--- src/rtl/scs8hd_oai22_bist_ctl.sv ---
// Self-test controller for an scs8hd o22ai cell: an LFSR drives A1/A2/B1/B2, and a MISR compacts Y.
// Optional feature macro SCS8HD_BIST_ERRCNT_EN adds a per-pattern model compare with an ERR_COUNT output.
module scs8hd_oai22_bist_ctl #(
  parameter logic [7:0]  LFSR_SEED    = 8'hA5,
  parameter int          NUM_PATTERNS = 255,
  parameter logic [15:0] GOLDEN_SIG   = 16'h0000
) (
  input  logic        CLK,
  input  logic        RESETB,
  input  logic        START,
  input  logic        Y_IN,
  output logic        A1,
  output logic        A2,
  output logic        B1,
  output logic        B2,
  output logic        BUSY,
  output logic        DONE,
  output logic        PASS,
  output logic [15:0] SIGNATURE,
`ifdef SCS8HD_BIST_ERRCNT_EN
  output logic [7:0]  ERR_COUNT,
`endif
  output logic [1:0]  fsm_state
);

  typedef enum logic [1:0] {
    ST_IDLE = 2'd0,
    ST_RUN  = 2'd1,
    ST_DONE = 2'd2
  } state_t;

  // An all-zero seed would lock the LFSR, so it is replaced by 1.
  localparam logic [7:0] SEED = (LFSR_SEED == 8'h00) ? 8'h01 : LFSR_SEED;
  localparam logic [7:0] LAST = 8'(NUM_PATTERNS - 1);

  state_t      state, state_n;
  logic [7:0]  lfsr, lfsr_n;
  logic [7:0]  cnt, cnt_n;
  logic [3:0]  stim, stim_n;
  logic [15:0] sig, sig_n;
  logic        pass_q, pass_n;

  logic [7:0]  lfsr_step;
  logic [15:0] misr_next;
  logic        sig_ok;

  assign lfsr_step = {lfsr[6:0], lfsr[7] ^ lfsr[5] ^ lfsr[4] ^ lfsr[3]};
  // Y_IN is the cell's response to the stimulus registered at the previous edge.
  assign misr_next = {sig[14:0], 1'b0} ^ (sig[15] ? 16'h1021 : 16'h0000) ^ {15'b0, Y_IN};

`ifdef SCS8HD_BIST_ERRCNT_EN
  logic [7:0] err_cnt, err_cnt_n;
  logic       y_model;
  logic       mismatch;

  assign y_model  = ~((stim[3] | stim[2]) & (stim[1] | stim[0]));
  assign mismatch = (Y_IN != y_model);
  assign sig_ok   = (misr_next == GOLDEN_SIG) && (err_cnt == 8'h00) && !mismatch;
`else
  assign sig_ok   = (misr_next == GOLDEN_SIG);
`endif

  // START is a level: a start edge is any edge seen in IDLE or DONE with START high.
  always_comb begin
    state_n = state;
    lfsr_n  = lfsr;
    cnt_n   = cnt;
    stim_n  = stim;
    sig_n   = sig;
    pass_n  = pass_q;
`ifdef SCS8HD_BIST_ERRCNT_EN
    err_cnt_n = err_cnt;
`endif
    case (state)
      ST_IDLE, ST_DONE: begin
        if (START) begin
          state_n = ST_RUN;
          lfsr_n  = SEED;
          cnt_n   = 8'h00;
          stim_n  = SEED[3:0];
          sig_n   = 16'hFFFF;
          pass_n  = 1'b0;
`ifdef SCS8HD_BIST_ERRCNT_EN
          err_cnt_n = 8'h00;
`endif
        end
      end
      ST_RUN: begin
        sig_n = misr_next;
`ifdef SCS8HD_BIST_ERRCNT_EN
        if (mismatch && (err_cnt != 8'hFF)) err_cnt_n = err_cnt + 8'd1;
`endif
        if (cnt != LAST) begin
          cnt_n  = cnt + 8'd1;
          lfsr_n = lfsr_step;
          stim_n = lfsr_step[3:0];
        end else begin
          state_n = ST_DONE;
          pass_n  = sig_ok;
        end
      end
      default: state_n = ST_IDLE;
    endcase
  end

  always_ff @(posedge CLK) begin
    if (!RESETB) begin
      state  <= ST_IDLE;
      lfsr   <= SEED;
      cnt    <= 8'h00;
      stim   <= 4'h0;
      sig    <= 16'hFFFF;
      pass_q <= 1'b0;
`ifdef SCS8HD_BIST_ERRCNT_EN
      err_cnt <= 8'h00;
`endif
    end else begin
      state  <= state_n;
      lfsr   <= lfsr_n;
      cnt    <= cnt_n;
      stim   <= stim_n;
      sig    <= sig_n;
      pass_q <= pass_n;
`ifdef SCS8HD_BIST_ERRCNT_EN
      err_cnt <= err_cnt_n;
`endif
    end
  end

  assign {A1, A2, B1, B2} = stim;
  assign BUSY      = (state == ST_RUN);
  assign DONE      = (state == ST_DONE);
  assign PASS      = pass_q;
  assign SIGNATURE = sig;
  assign fsm_state = state;
`ifdef SCS8HD_BIST_ERRCNT_EN
  assign ERR_COUNT = err_cnt;
`endif

endmodule

--- config.mk ---
export PLATFORM = sky130hd
export DESIGN_NAME = scs8hd_oai22_bist_ctl
export DESIGN_NICKNAME = d
export VERILOG_FILES = /design/src/rtl/scs8hd_oai22_bist_ctl.sv
export SDC_FILE = /design/constraint.sdc
export NUM_CORES = 1
export LEC_CHECK = 0
export CAP_MARGIN = 20
export CORE_AREA = 2 2 68 54
export CTS_CLUSTER_DIAMETER = 30
export CTS_CLUSTER_SIZE = 40
export DETAILED_ROUTE_END_ITERATION = 7
export DIE_AREA = 0 0 70 56
export PLACE_DENSITY = 0.74
export SYNTH_ARGS = -nofsm -noshare
export SYNTH_HDL_FRONTEND = slang
export SYNTH_SLANG_ARGS = --single-unit
export TNS_END_PERCENT = 100
--- constraint.sdc ---
create_clock -name CLK -period 2.4 [get_ports CLK]
set_clock_uncertainty 0.2 [all_clocks]
set_input_delay 0.6 -clock CLK [delete_from_list [all_inputs] [get_ports CLK]]
set_output_delay 0.6 -clock CLK [all_outputs]
set_load 0.03 [all_outputs]
==> impl_metrics.env <==
export IMPL_status="completed"
export IMPL_setup_viol=0
export IMPL_grt_max_degree=23
export IMPL_maxCapViolCount=0
export IMPL_syn2layout_area_growth_pct=27.9
export IMPL_rr_worst_depth=6
export IMPL_max_slew_margin_pct=67.9
export IMPL_placed_cell_area_sq_um=1860
export IMPL_regToRegEndpoint="cnt[4]$_SDFFE_PN0P_"
export IMPL_final_common_cell="dfxtp_1"
export IMPL_rsz0062_at_grt="false"
export IMPL_fill_cells=285
export IMPL_startpoint="SIGNATURE[15]$_SDFFE_PN1P_"
export IMPL_crit_cells=1
export IMPL_setup_tns_final_ns=0
export IMPL_insertion_delay_ns=0.29
export IMPL_final_cell_mix="dfxtp_1, nand2_1, clkdlybuf4s50_1"
export IMPL_netlist_cell_type_count=30
export IMPL_viasPerCell=5.66
export IMPL_ctsHoldBuffers=0
export IMPL_htree_levels=2
export IMPL_vias=1403
export IMPL_syn_nets=185
export IMPL_hpwlAfterDp_um=2590
export IMPL_crit_arrival_ns=1.48
export IMPL_max_vdd_ir_drop_mv=0.446
export IMPL_grt_pass1_vias=1283
export IMPL_worstSetupEndpoint="SIGNATURE[15]"
export IMPL_cts_buffers=5
export IMPL_r2r_start="cnt[0]$_SDFFE_PN0P_"
export IMPL_critical_path_class="reg -> out"
export IMPL_post_drt_wl_per_cell_um=14.6
export IMPL_p_leak_uw=0.000740
export IMPL_dieArea_sq_um=3920
export IMPL_worst_path_largest_cell_delay_ns=0.72
export IMPL_slew_viol_final=0
export IMPL_cp_slowest_cell="clkdlybuf4s50_1"
export IMPL_worstPathRequired_ns=1.60
export IMPL_seqCellArea_sq_um=741
export IMPL_hold_viol=0
export IMPL_rows=18
export IMPL_cp_end_kind="primary output"
export IMPL_path_cells="clkdlybuf4s50_1"
export IMPL_finalWirelength_um=3620
export IMPL_insertedDiodeCount=0
export IMPL_r2r_slack_ns=0.39
export IMPL_drt_first_pass_iters=4
export IMPL_fmax_mhz=438
export IMPL_fin_crit_ns=2.28
export IMPL_antenna_found_initial=0
export IMPL_grt_pass1_wl_um=5890
export IMPL_synth_cells=179
export IMPL_core_sq_um=3200
export IMPL_nets=213
export IMPL_synth_seq_cells=37
export IMPL_cpLargestDelayFamily="buffers and inverters"
export IMPL_drive_gt1_share_pct=8.65
export IMPL_finalCritPeriodShare_pct=95.1
export IMPL_path_buf_inv=1
export IMPL_seq_area_frac_synth_pct=47.9
export IMPL_die_w_um=70
export IMPL_drc=0
export IMPL_hold_path_class="reg -> reg"
export IMPL_fin_area_sq_um=1980
export IMPL_portBuffers=28
export IMPL_overflow=0
export IMPL_clk_pin_slew_ns=0.07
export IMPL_clkSinkCount=37
export IMPL_clock_root_buffer="clkbuf_8"
export IMPL_groute_usage_overall_pct=18.9
export IMPL_ant_nets=0
export IMPL_die_y_um=56
export IMPL_initial_core_util_pct=48.4
export IMPL_worst_pin_slew_ns=0.479
export IMPL_crit_fanout=7
export IMPL_place_gp_congestion=0.787
export IMPL_power_density_nw_per_um2=702
export IMPL_cts_tree="done"
export IMPL_multi_input_area_sq_um=732
export IMPL_netlist_area_sq_um=1550
export IMPL_io_pins=29
export IMPL_initialDrtViolationCount=112
export IMPL_avgSynthCellArea_sq_um=8.65
export IMPL_startpoint_type="flop"
export IMPL_synth_warnings=0
export IMPL_clockBufferDepth=2
==> synthesized netlist by cell type <==
cell type	n	area, sq um
a21boi_1	2	15.0
o31ai_1	4	30.0
xnor2_1	5	43.8
nand2b_1	3	18.8
or4_1	4	30.0
ha_1	2	25.0
nand2_1	28	105
and4_1	1	8.76
nor2_1	4	15.0
and3_2	1	7.51
or3_1	3	18.8
mux2i_1	3	30.0
o22ai_1	13	81.3
o211ai_1	3	22.5
nand4_1	2	12.5
o21ai_0	9	45.0
buf_6	2	22.5
dfxtp_1	37	741
xor2_1	1	8.76
a31oi_1	1	6.26
a41o_1	1	10.0
nor3_1	8	40.0
a21oi_1	7	35.0
clkbuf_1	11	41.3
nor2b_1	2	12.5
a21o_2	1	8.76
inv_1	3	11.3
and3_4	1	11.3
nor4_1	4	25.0
nand3_1	13	65.1
==> layout make-up <==
cell class	instances	area share, %
sequential	37	37.4
multi-input combinational	126	37.0
timing repair buffer	34	16.4
clock buffer	6	4.17
tap	40	2.53
clock inverter	2	1.90
inverter	3	0.569
==> registers in the layout, summed over array words and instances (netlist names) <==
register	count
lfsr	8
SIGNATURE	16
cnt	8
fsm_state	2
PASS	1
stim	2
==> metrics by stage <==
step | total power (uW) | instances | util, % | worst slack (ns) | hold WS, ns
finish | 1390 | 248 | 61.9 | 0.117 | 0.273
global route | 1430 | 248 | 61.9 | 0.0558 | 0.315
CTS | 1390 | 248 | 61.8 | 0.0551 | 0.272
detailed placement | 840 | 240 | 58.1 | 0.0565 | 0.251
global placement | 835 | 240 | 58.1 | 0.0847 | 0.248
floorplan | 775 | 179 | - | 0.294 | 0.236
==> where the power goes <==
| group | internal (uW) | total (uW) | switching [uW] |
|---|---|---|---|
| Clock | 338 | 563 | 225 |
| Combinational | 65.8 | 170 | 104 |
| Sequential | 636 | 657 | 20.7 |
| Total | 1040 | 1390 | 350 |
==> metal layers <==
| layer | part of all wire [%] | up-vias | wire (um) | GRT usage, % |
|---|---|---|---|---|
| met5 | 0 | - | 0 | 0 |
| met4 | 1.2 | 0 | 42 | 5.49 |
| met3 | 6.3 | 5 | 227 | 5.43 |
| met2 | 45 | 44 | 1640 | 29.9 |
| met1 | 47 | 653 | 1710 | 25.1 |
| li1 | - | 701 | - | - |
==> worst min path at each step <==
stage                         start              endpoint  slack (ns)  depth (start not counted)
5_1_grt         cnt[7]$_SDFFE_PN0P_   cnt[7]$_SDFFE_PN0P_        0.32                          2
3_3_place_gp   lfsr[2]$_SDFFE_PN1P_  lfsr[3]$_SDFFE_PN0P_        0.25                          2
3_5_place_dp   lfsr[0]$_SDFFE_PN1P_  lfsr[1]$_SDFFE_PN0P_        0.25                          2
4_1_cts        lfsr[0]$_SDFFE_PN1P_  lfsr[1]$_SDFFE_PN0P_        0.27                          2
6_report       lfsr[0]$_SDFFE_PN1P_  lfsr[1]$_SDFFE_PN0P_        0.27                          2
2_1_floorplan  lfsr[0]$_SDFFE_PN1P_  lfsr[1]$_SDFFE_PN0P_        0.24                          2
==> repair_timing <==
action	in CTS	in global routing
gates resized for setup	0	1
buffers inserted	0	0
endpoints found under the hold margin	0	0
setup endpoints to repair	0	1
==> kinds of logic (layout without fill, tap and decap cells) <==
group,count (synthesis),in the layout,share of synthesized area [%]
DFF,37,37,47.9
buffers and inverters,16,45,4.85
xor gates and xnor gates,6,6,3.40
and+or+nand+nor,74,74,23.9
muxes,3,3,1.94
AOI/OAI and AO/OA,41,41,16.4
adders and majority gates,2,2,1.62
No activity file was read; power rests on OpenSTA's default activity.
